==> src/rtl/mpu_common.sv <==
`default_nettype none
// +----------------------------------------------------------------------+
// | mpu_common : types and helpers shared by the MPU request path        |
// | Revision   : 1.0                                                     |
// +----------------------------------------------------------------------+
package mpu_common;

    localparam int REQQ_MAX_SRC = 8;

    typedef struct packed {
        logic        valid;
        logic [2:0]  opcode;
        logic [2:0]  param;
        logic [2:0]  size;
        logic [3:0]  source;
        logic [31:0] address;
        logic [3:0]  mask;
        logic [31:0] data;
    } tl_a_channel;

    // Increment with explicit wrap at n-1; used for pointers and the RR base.
    function automatic int rr_next(input int idx, input int n);
        return (idx >= n - 1) ? 0 : idx + 1;
    endfunction

endpackage
`default_nettype wire

==> src/rtl/tl_req_mux_queue_rr_arbiter.sv <==
`default_nettype none
// +----------------------------------------------------------------------+
// | rr_arbiter : combinational round-robin pick starting at base         |
// | Revision   : 1.0                                                     |
// +----------------------------------------------------------------------+
module rr_arbiter #(
    parameter int N        = 2,
    parameter int SRC_BITS = (N > 1) ? $clog2(N) : 1
) (
    input  logic [N-1:0]        req,
    input  logic [SRC_BITS-1:0] base,
    output logic                gnt_valid,
    output logic [SRC_BITS-1:0] gnt_idx
);

    int w_idx;

    always_comb begin
        gnt_valid = 1'b0;
        gnt_idx   = '0;
        w_idx     = 0;
        for (int k = N - 1; k >= 0; k--) begin
            // Descending scan so the lowest offset from base wins last.
            w_idx = int'(base) + k;
            if (w_idx >= N) begin
                w_idx = w_idx - N;
            end
            if (req[w_idx]) begin
                gnt_valid = 1'b1;
                gnt_idx   = SRC_BITS'(w_idx);
            end
        end
    end

endmodule
`default_nettype wire

==> src/rtl/tl_req_mux_queue.sv <==
`default_nettype none
// +----------------------------------------------------------------------+
// | tl_req_mux_queue : N-source TL-A request arbiter feeding a FWFT FIFO |
// | Revision         : 1.0                                               |
// +----------------------------------------------------------------------+
module tl_req_mux_queue
    import mpu_common::*;
#(
    parameter int N_SRC        = 2,
    parameter int FIFO_DEPTH   = 6,
    parameter int AFULL_THRESH = FIFO_DEPTH - 1,
    parameter int PTR_BITS     = $clog2(FIFO_DEPTH),
    parameter int SRC_BITS     = (N_SRC > 1) ? $clog2(N_SRC) : 1
) (
    input  logic                    clk,
    input  logic                    rst,
    input  tl_a_channel [N_SRC-1:0] in_req,
    output logic [N_SRC-1:0]        in_rdy,
    input  logic                    flush,
    output tl_a_channel             out_req,
    output logic [SRC_BITS-1:0]     out_src,
    output logic                    out_valid,
    input  logic                    out_ready,
    output logic                    mpu_cs,
    output logic [PTR_BITS:0]       count,
    output logic                    almost_full
);

    localparam logic [PTR_BITS:0] c_depth   = (PTR_BITS + 1)'(FIFO_DEPTH);
    localparam logic [PTR_BITS:0] c_afull   = (PTR_BITS + 1)'(AFULL_THRESH);
    localparam logic [PTR_BITS:0] c_cnt_one = (PTR_BITS + 1)'(1);

    if (N_SRC > REQQ_MAX_SRC) begin : g_bad_nsrc
        $error("N_SRC exceeds REQQ_MAX_SRC");
    end

    tl_a_channel         r_mem [FIFO_DEPTH];
    logic [SRC_BITS-1:0] r_tag [FIFO_DEPTH];
    logic [PTR_BITS-1:0] r_head;
    logic [PTR_BITS-1:0] r_tail;
    logic [PTR_BITS:0]   r_count;
    logic [SRC_BITS-1:0] r_rr_ptr;

    logic [N_SRC-1:0]    w_req_valid;
    logic                w_gnt_valid;
    logic [SRC_BITS-1:0] w_gnt_idx;
    logic                w_enq_ok;
    logic                w_enq;
    logic                w_deq;

    for (genvar i = 0; i < N_SRC; i++) begin : g_req_valid
        assign w_req_valid[i] = in_req[i].valid;
    end

    rr_arbiter #(
        .N        (N_SRC),
        .SRC_BITS (SRC_BITS)
    ) u_arb (
        .req       (w_req_valid),
        .base      (r_rr_ptr),
        .gnt_valid (w_gnt_valid),
        .gnt_idx   (w_gnt_idx)
    );

    // Ready is a function of registered occupancy and flush only.
    assign w_enq_ok = (r_count < c_depth) && !flush;
    assign w_enq    = w_gnt_valid && w_enq_ok;
    assign w_deq    = out_valid && out_ready;

    always_comb begin
        in_rdy = '0;
        if (w_enq) begin
            in_rdy[w_gnt_idx] = 1'b1;
        end
    end

    always_ff @(posedge clk or posedge rst) begin
        if (rst) begin
            r_head   <= '0;
            r_tail   <= '0;
            r_count  <= '0;
            r_rr_ptr <= '0;
            for (int i = 0; i < FIFO_DEPTH; i++) begin
                r_mem[i] <= '0;
                r_tag[i] <= '0;
            end
        end else if (flush) begin
            r_head  <= '0;
            r_tail  <= '0;
            r_count <= '0;
        end else begin
            if (w_enq) begin
                r_mem[r_head] <= in_req[w_gnt_idx];
                r_tag[r_head] <= w_gnt_idx;
                r_head        <= PTR_BITS'(rr_next(32'(r_head), FIFO_DEPTH));
                r_rr_ptr      <= SRC_BITS'(rr_next(32'(w_gnt_idx), N_SRC));
            end
            if (w_deq) begin
                r_tail <= PTR_BITS'(rr_next(32'(r_tail), FIFO_DEPTH));
            end
            case ({w_enq, w_deq})
                2'b10:   r_count <= r_count + c_cnt_one;
                2'b01:   r_count <= r_count - c_cnt_one;
                default: r_count <= r_count;
            endcase
        end
    end

    assign out_valid   = (r_count != '0);
    assign out_req     = out_valid ? r_mem[r_tail] : '0;
    assign out_src     = out_valid ? r_tag[r_tail] : '0;
    assign mpu_cs      = out_valid;
    assign count       = r_count;
    assign almost_full = (r_count >= c_afull);

    a_rdy_onehot0 : assert property (@(posedge clk) disable iff (rst) $onehot0(in_rdy));
    a_count_max   : assert property (@(posedge clk) disable iff (rst) r_count <= c_depth);
    a_no_deq_empty: assert property (@(posedge clk) disable iff (rst) w_deq |-> (r_count != '0));

endmodule
`default_nettype wire

==> config.mk <==
export PLATFORM = sky130hd
export DESIGN_NAME = tl_req_mux_queue
export DESIGN_NICKNAME = d
export VERILOG_FILES = /design/src/rtl/mpu_common.sv /design/src/rtl/tl_req_mux_queue_rr_arbiter.sv /design/src/rtl/tl_req_mux_queue.sv
export SDC_FILE = /design/constraint.sdc
export NUM_CORES = 1
export LEC_CHECK = 0
export ABC_AREA = 1
export CORE_ASPECT_RATIO = 1.5
export CORE_MARGIN = 2
export CORE_UTILIZATION = 50
export CTS_BUF_LIST = sky130_fd_sc_hd__clkbuf_4
export DETAILED_ROUTE_END_ITERATION = 10
export GPL_TIMING_DRIVEN = 1
export PLACE_DENSITY = 0.78
export REMOVE_ABC_BUFFERS = 1
export SETUP_SLACK_MARGIN = 0.1
export SLEW_MARGIN = 20
export SYNTH_ARGS = -nofsm -noshare
export SYNTH_HDL_FRONTEND = slang
export SYNTH_HIERARCHICAL = 1
export SYNTH_SLANG_ARGS = --single-unit
export TNS_END_PERCENT = 5
==> constraint.sdc <==
create_clock -name clk -period 30.5 [get_ports clk]
set_input_delay 9.15 -clock clk [delete_from_list [all_inputs] [get_ports clk]]
set_output_delay 9.15 -clock clk [all_outputs]
set_load 0.01 [all_outputs]
# Yosys cells after proc, flatten, opt, wreduce, memory -nomap -nowiden

Index checks and enable logic that the tools add are counted.

Bitwise operators: 3
Eq/ne operators: 2
Order comparisons: 14
Reduce and logical (&&, ||, !) cells: 11
$add $sub $neg: 8
Muxes and demuxes: 40

Operators with widths:

| cell                    | number |
|---|---|
| $bwmux W492             | 1 |
| $mux W82                | 6 |
| $bmux W82 S3            | 1 |
| $demux W82 S3           | 1 |
| $lt A32 B3 Y1 const B   | 2 |
| $mux W32                | 2 |
| $ge A32 B3 Y1 const B   | 1 |
| $sub A32 B3 Y32 const B | 1 |
| $mux W3                 | 6 |
| $mux W1                 | 16 |
| $ge A4 B4 Y1 const B    | 2 |
| $not A3 Y4              | 2 |
| $pmux W4 S2             | 1 |
| $add A3 B1 Y3 const B   | 2 |
| $bwmux W6               | 1 |
| $ge A3 B3 Y1 const B    | 2 |
| $logic_and A1 B1 Y1     | 5 |
| $add A4 B1 Y4 const B   | 1 |
| $ge A4 B3 Y1 const B    | 1 |
| $lt A4 B1 Y1 const B    | 1 |
| $lt A4 B3 Y1 const B    | 1 |
| $mux W4                 | 1 |
| $reduce_bool A2 Y1      | 2 |
| $reduce_bool A4 Y1      | 1 |
| 17 further kinds        | 18 |

Input bits: 168
Logic and storage cells: 136
Register bits: 509

# Logic depth before layout (Yosys ltp)

Depth after elaboration: 13
Gate-level depth with buffers: 12

# Cells and area by module

The synthesis kept the hierarchy.

By module, submodules not included:

| module           | cells an instance | seq. area each (um2) | instances | area an instance (um2) |
|---|---|---|---|---|
| tl_req_mux_queue | 2940              | 12737.2              | 1         | 24220.7 |
| rr_arbiter       | 4                 | 0.0                  | 1         | 18.8 |

# Worst setup path before layout

Ideal clock, no wire load.

Path kind: input-to-output
From: input port in_req[163] (netlist bit)
To: output port in_rdy[1]
Stages on the path: 6
Path slack: 11.249 ns
Path buffers: 2
Arrival: 10.101 ns
Data required time: 21.350 ns
Cells stage by stage: inv_1 a21oi_1 inv_2 clkbuf_1 clkbuf_1 nor2_1

Longest elaborated chain between the ends: 10
Elaborated cells on any way between the ends: 17
Those cells by class: order compare: 2; mux: 13; reduce/logical: 2

Ends and longest elaborated chain:

| item                                                               | line                              | RTL |
|---|---|---|
| start: declaration                                                 | tl_req_mux_queue.sv:17            | `input tl_a_channel [N_SRC-1:0] in_req,` |
| $mux W1 (implied by the code) (3 in a row)                         | tl_req_mux_queue_rr_arbiter.sv:28 | `if (req[w_idx]) begin` |
| $mux W1                                                            | tl_req_mux_queue_rr_arbiter.sv:28 |  |
| $mux W1 *                                                          | tl_req_mux_queue_rr_arbiter.sv:28 |  |
| via w_gnt_idx                                                      | tl_req_mux_queue.sv:46            | `logic [SRC_BITS-1:0] w_gnt_idx;` |
| $lt A1 B2 Y1 (implied by the code) or $ge A1 B1 Y1 (tied branches) | tl_req_mux_queue.sv:73            | `in_rdy[w_gnt_idx] = 1'b1;` |
| $logic_and A1 B1 Y1 (implied by the code)                          | tl_req_mux_queue.sv:73            |  |
| $mux W1 (implied by the code)                                      | tl_req_mux_queue.sv:73            |  |
| $demux W1 S1 *                                                     | tl_req_mux_queue.sv:73            |  |
| $mux W2 *                                                          | tl_req_mux_queue.sv:72            | `if (w_enq) begin` |
| end: declaration                                                   | tl_req_mux_queue.sv:18            | `output logic [N_SRC-1:0] in_rdy,` |

Mark *: on every way through the listed nets, which the timed path passes. The rest lies on a longest branch. The select of a mux whose other input is x is not followed.

# Worst setup path after layout

Same ends and word-level chain as after synthesis.

==> impl_metrics.tcl <==
set metrics [dict create \
    status "finished clean" \
    cts-root-buf "clkbuf_4" \
    period_minus_slack_ns 20.83 \
    synth-seq-area-share 0.525 \
    synth.distinct_cells 29 \
    ys.flop_type "dfrtp_1" \
    muxShareOfSynthArea 0.0288 \
    clockBufferDepth 3 \
    dr.pass1.iters 6 \
    n_fill_cell 4216 \
    synth_edf_count 0 \
    peakVddDrop_mv 0.0788 \
    cts_tree "done" \
    grt_pass1_vias 21900 \
    numCtsBuffers 118 \
    overflow 0 \
    fmax_mhz 48.0 \
    syn-cell-area_um2 24200 \
    via_per_inst 5.79 \
    cts_resized 0 \
    worstHoldEndpoint "r_mem[90]$_DFFE_PP0P_" \
    clock-sinks 509 \
    seqCellArea_um2 12700 \
    routedWlPerCell_um 17.8 \
    synthAdderAreaFrac 0.00310 \
    fin_nets 3309 \
    slowest_stage "clkinv_2" \
    rr_startpoint "count[3]$_DFFE_PP0P_" \
    syn_area_per_cell_um2 8.23 \
    synth_most_common_cell "nand2_1" \
    drt_iter0_drc 1792 \
    crit_top_cell "clkdlybuf4s50_1" \
    slew_violations 0 \
    synth_warnings 6 \
    min_from "r_mem[90]$_DFFE_PP0P_" \
    path_delay_family "buffers and inverters" \
    rows 98 \
    async_flop_share 1.00 \
    ff2ff_path_depth 9 \
    final.setup.tns_ns 0 \
    antenna_found_initial 3 \
    synth_compound_area_frac 0.218 \
    leakage_nw 12.7 \
    cp.required_ns 21.35 \
    final_layout_size_suffix_gt1_frac 0.0895 \
    maxSlewHeadroom 0.208 \
    whs_path_depth 2 \
    die_area_um2 50300 \
    area_growth_pct 17.0 \
    chipHeight_um 274 \
    place.gp.congestion 0.834 \
    die_x_um 184 \
    ctsHoldBuffers 0 \
    synth_commonest_cells "nand2_1 (645), dfrtp_1 (509), o21ai_0 (469), nor2_1 (298), inv_1 (215)" \
    worst_pin_slew_ns 1.19 \
    grt_pass1_wl_um 109000 \
    max_stage_delay_ns 0.60 \
    yosys-top-cells-area "dfrtp_1 (53%), nand2_1 (10%), o21ai_0 (9.7%), a31oi_1 (4.8%), nor2_1 (4.6%)" \
    post-place-ws_ns 9.71 \
    cp_cell_sequence "clkdlybuf4s50_1, inv_1, a21oi_4, buf_4, clkinv_2, nor2_1, clkdlybuf4s50_1" \
    portBuffers 259 \
    setup_violations 0 \
    synthXorXnorAreaFrac 0 \
    r2r_slack_ns 26.69 \
    startpoint_type "input port" \
    synth_seq_cells 509 \
    boundaryPins 260 \
    htreeDepth 3 \
    grt_max_degree 145 \
    worstPathArrival_ns 11.68 \
    clk_pin_slew_worst_paths_ns 0.06 \
    finalCritPeriodShare 0.683 \
    synth_cells 2944 \
    vias 22100 \
    drc_errors 0 \
    worst_r2r_endpoint "r_mem[426]$_DFFE_PP0P_" \
    floorplan.initialDensity 0.507 \
    clock_latency_ns 0.82 \
    fin_skew_ns 0.0320 \
    track_usage 0.271 \
    yosys.area_share.simple 0.151 \
    synth_top_area_frac 0.525 \
    hold_violations 0 \
    power.density_nw_per_um2 102 \
    antenna_left 0 \
    crit_type "input port to output pin" \
    cap_violations 0 \
    hold_class "register to register" \
    cts_setup_buffers 0 \
    worst-path-buf-inv 5 \
    wl_um 68000 \
    multi_input_area_um2 9790 \
    endpoint_kind "output pin" \
    dpl.hpwl_um 39500 \
    synth_top_family_by_area "compound AO/OA/AOI/OAI gates" \
    yosysTopAreaCell "dfrtp_1" \
    path_max_fanout 38 \
    setup_slack_ns 9.67 \
    rsz0062_at_grt "false" \
    coreArea_um2 47800 \
]
-- report_power, final --
group	leakage, nW	internal, mW	total (mW)	switching [mW]
clock	0.829	0.257	0.515	0.257
combinational	5.87	0.503	1.22	0.715
sequential	6.03	1.00	1.15	0.149
-- cell type report --
class	instances	area share
clock inverter	24	0.00432
timing repair buffer	289	0.100
inverter	220	0.0296
tap	600	0.0265
clock buffer	168	0.0445
sequential	509	0.449
multi-input combinational	1997	0.345
antenna	5	0.000441
-- through the flow --
stage	instances	util	total power [mW]	hold slack (ns)	area, um2
2_1_floorplan	2726	-	1.87	0.448	23300
5_1_grt	3811	0.593	3.10	0.513	28400
3_3_place_gp	3614	0.563	2.31	0.461	26900
4_1_cts	3806	0.592	2.89	0.489	28300
3_5_place_dp	3614	0.563	2.37	0.473	26900
6_report	3812	0.593	2.88	0.487	28400
-- logic make-up (layout without fill, tap and decap cells) --
group                    count (synthesis)  after routing
AO/OA/AOI/OAI                          969            969
AND/OR/NAND/NOR                        960            960
flip-flops                             509            509
buffers and inverters                  438            701
multiplexers                            62             62
adder cells (fa/ha/maj)                  6              6
other                                    0              5
-- layout by cell type, fill, tap and decap left out, drive strengths merged --
master,Yosys,routed
clkbuf,127,168
o21ai,486,486
buf,91,30
o32ai,1,1
nor3,1,1
a31oi,186,186
clkdlybuf4s50,0,259
o31ai,1,1
clkinv,0,25
bufinv,0,1
ha,6,6
mux2,62,62
nand3,9,9
nand4,3,3
dfrtp,509,509
clkinvlp,0,1
or2,2,2
o21a,8,8
diode,0,5
o211ai,74,74
inv,220,217
a21oi,212,212
nand2,646,646
o22ai,1,1
nor2,299,299
-- worst min-delay path, delay by kind of cell, from the launching register on --
| kind | cells | cell delay, ns |
|---|---|---|
| compound gates | 1 | 0.06 |
| simple gates | 1 | 0.05 |
| flops | 1 | 0.34 |
-- routing by layer --
layer | up-vias | track usage | wire length, um
li1 | 10300 | - | -
met1 | 10700 | 0.326 | 26400
met2 | 904 | 0.461 | 34100
met3 | 160 | 0.0480 | 4510
met4 | 2 | 0.150 | 2980
met5 | - | 0 | 11
-- worst max path at each step --
stage                 from                   end  slack (ns)  cells past startpoint
2_1_floorplan          rst  count[0]$_DFFE_PP0P_        7.14                      1
3_3_place_gp   in_req[163]             in_rdy[1]        9.68                      7
3_5_place_dp   in_req[163]             in_rdy[1]        9.71                      7
4_1_cts        in_req[163]             in_rdy[1]        9.69                      7
5_1_grt        in_req[163]             in_rdy[1]        9.55                      7
6_report       in_req[163]             in_rdy[1]        9.67                      7
-- state kept, by name, summed over array words and instances, names as in the netlist --
signal / count
r_head: 3
count: 4
r_mem: 492
r_tail: 3
r_tag: 6
r_rr_ptr: 1
(Power assumes the default switching activity.)
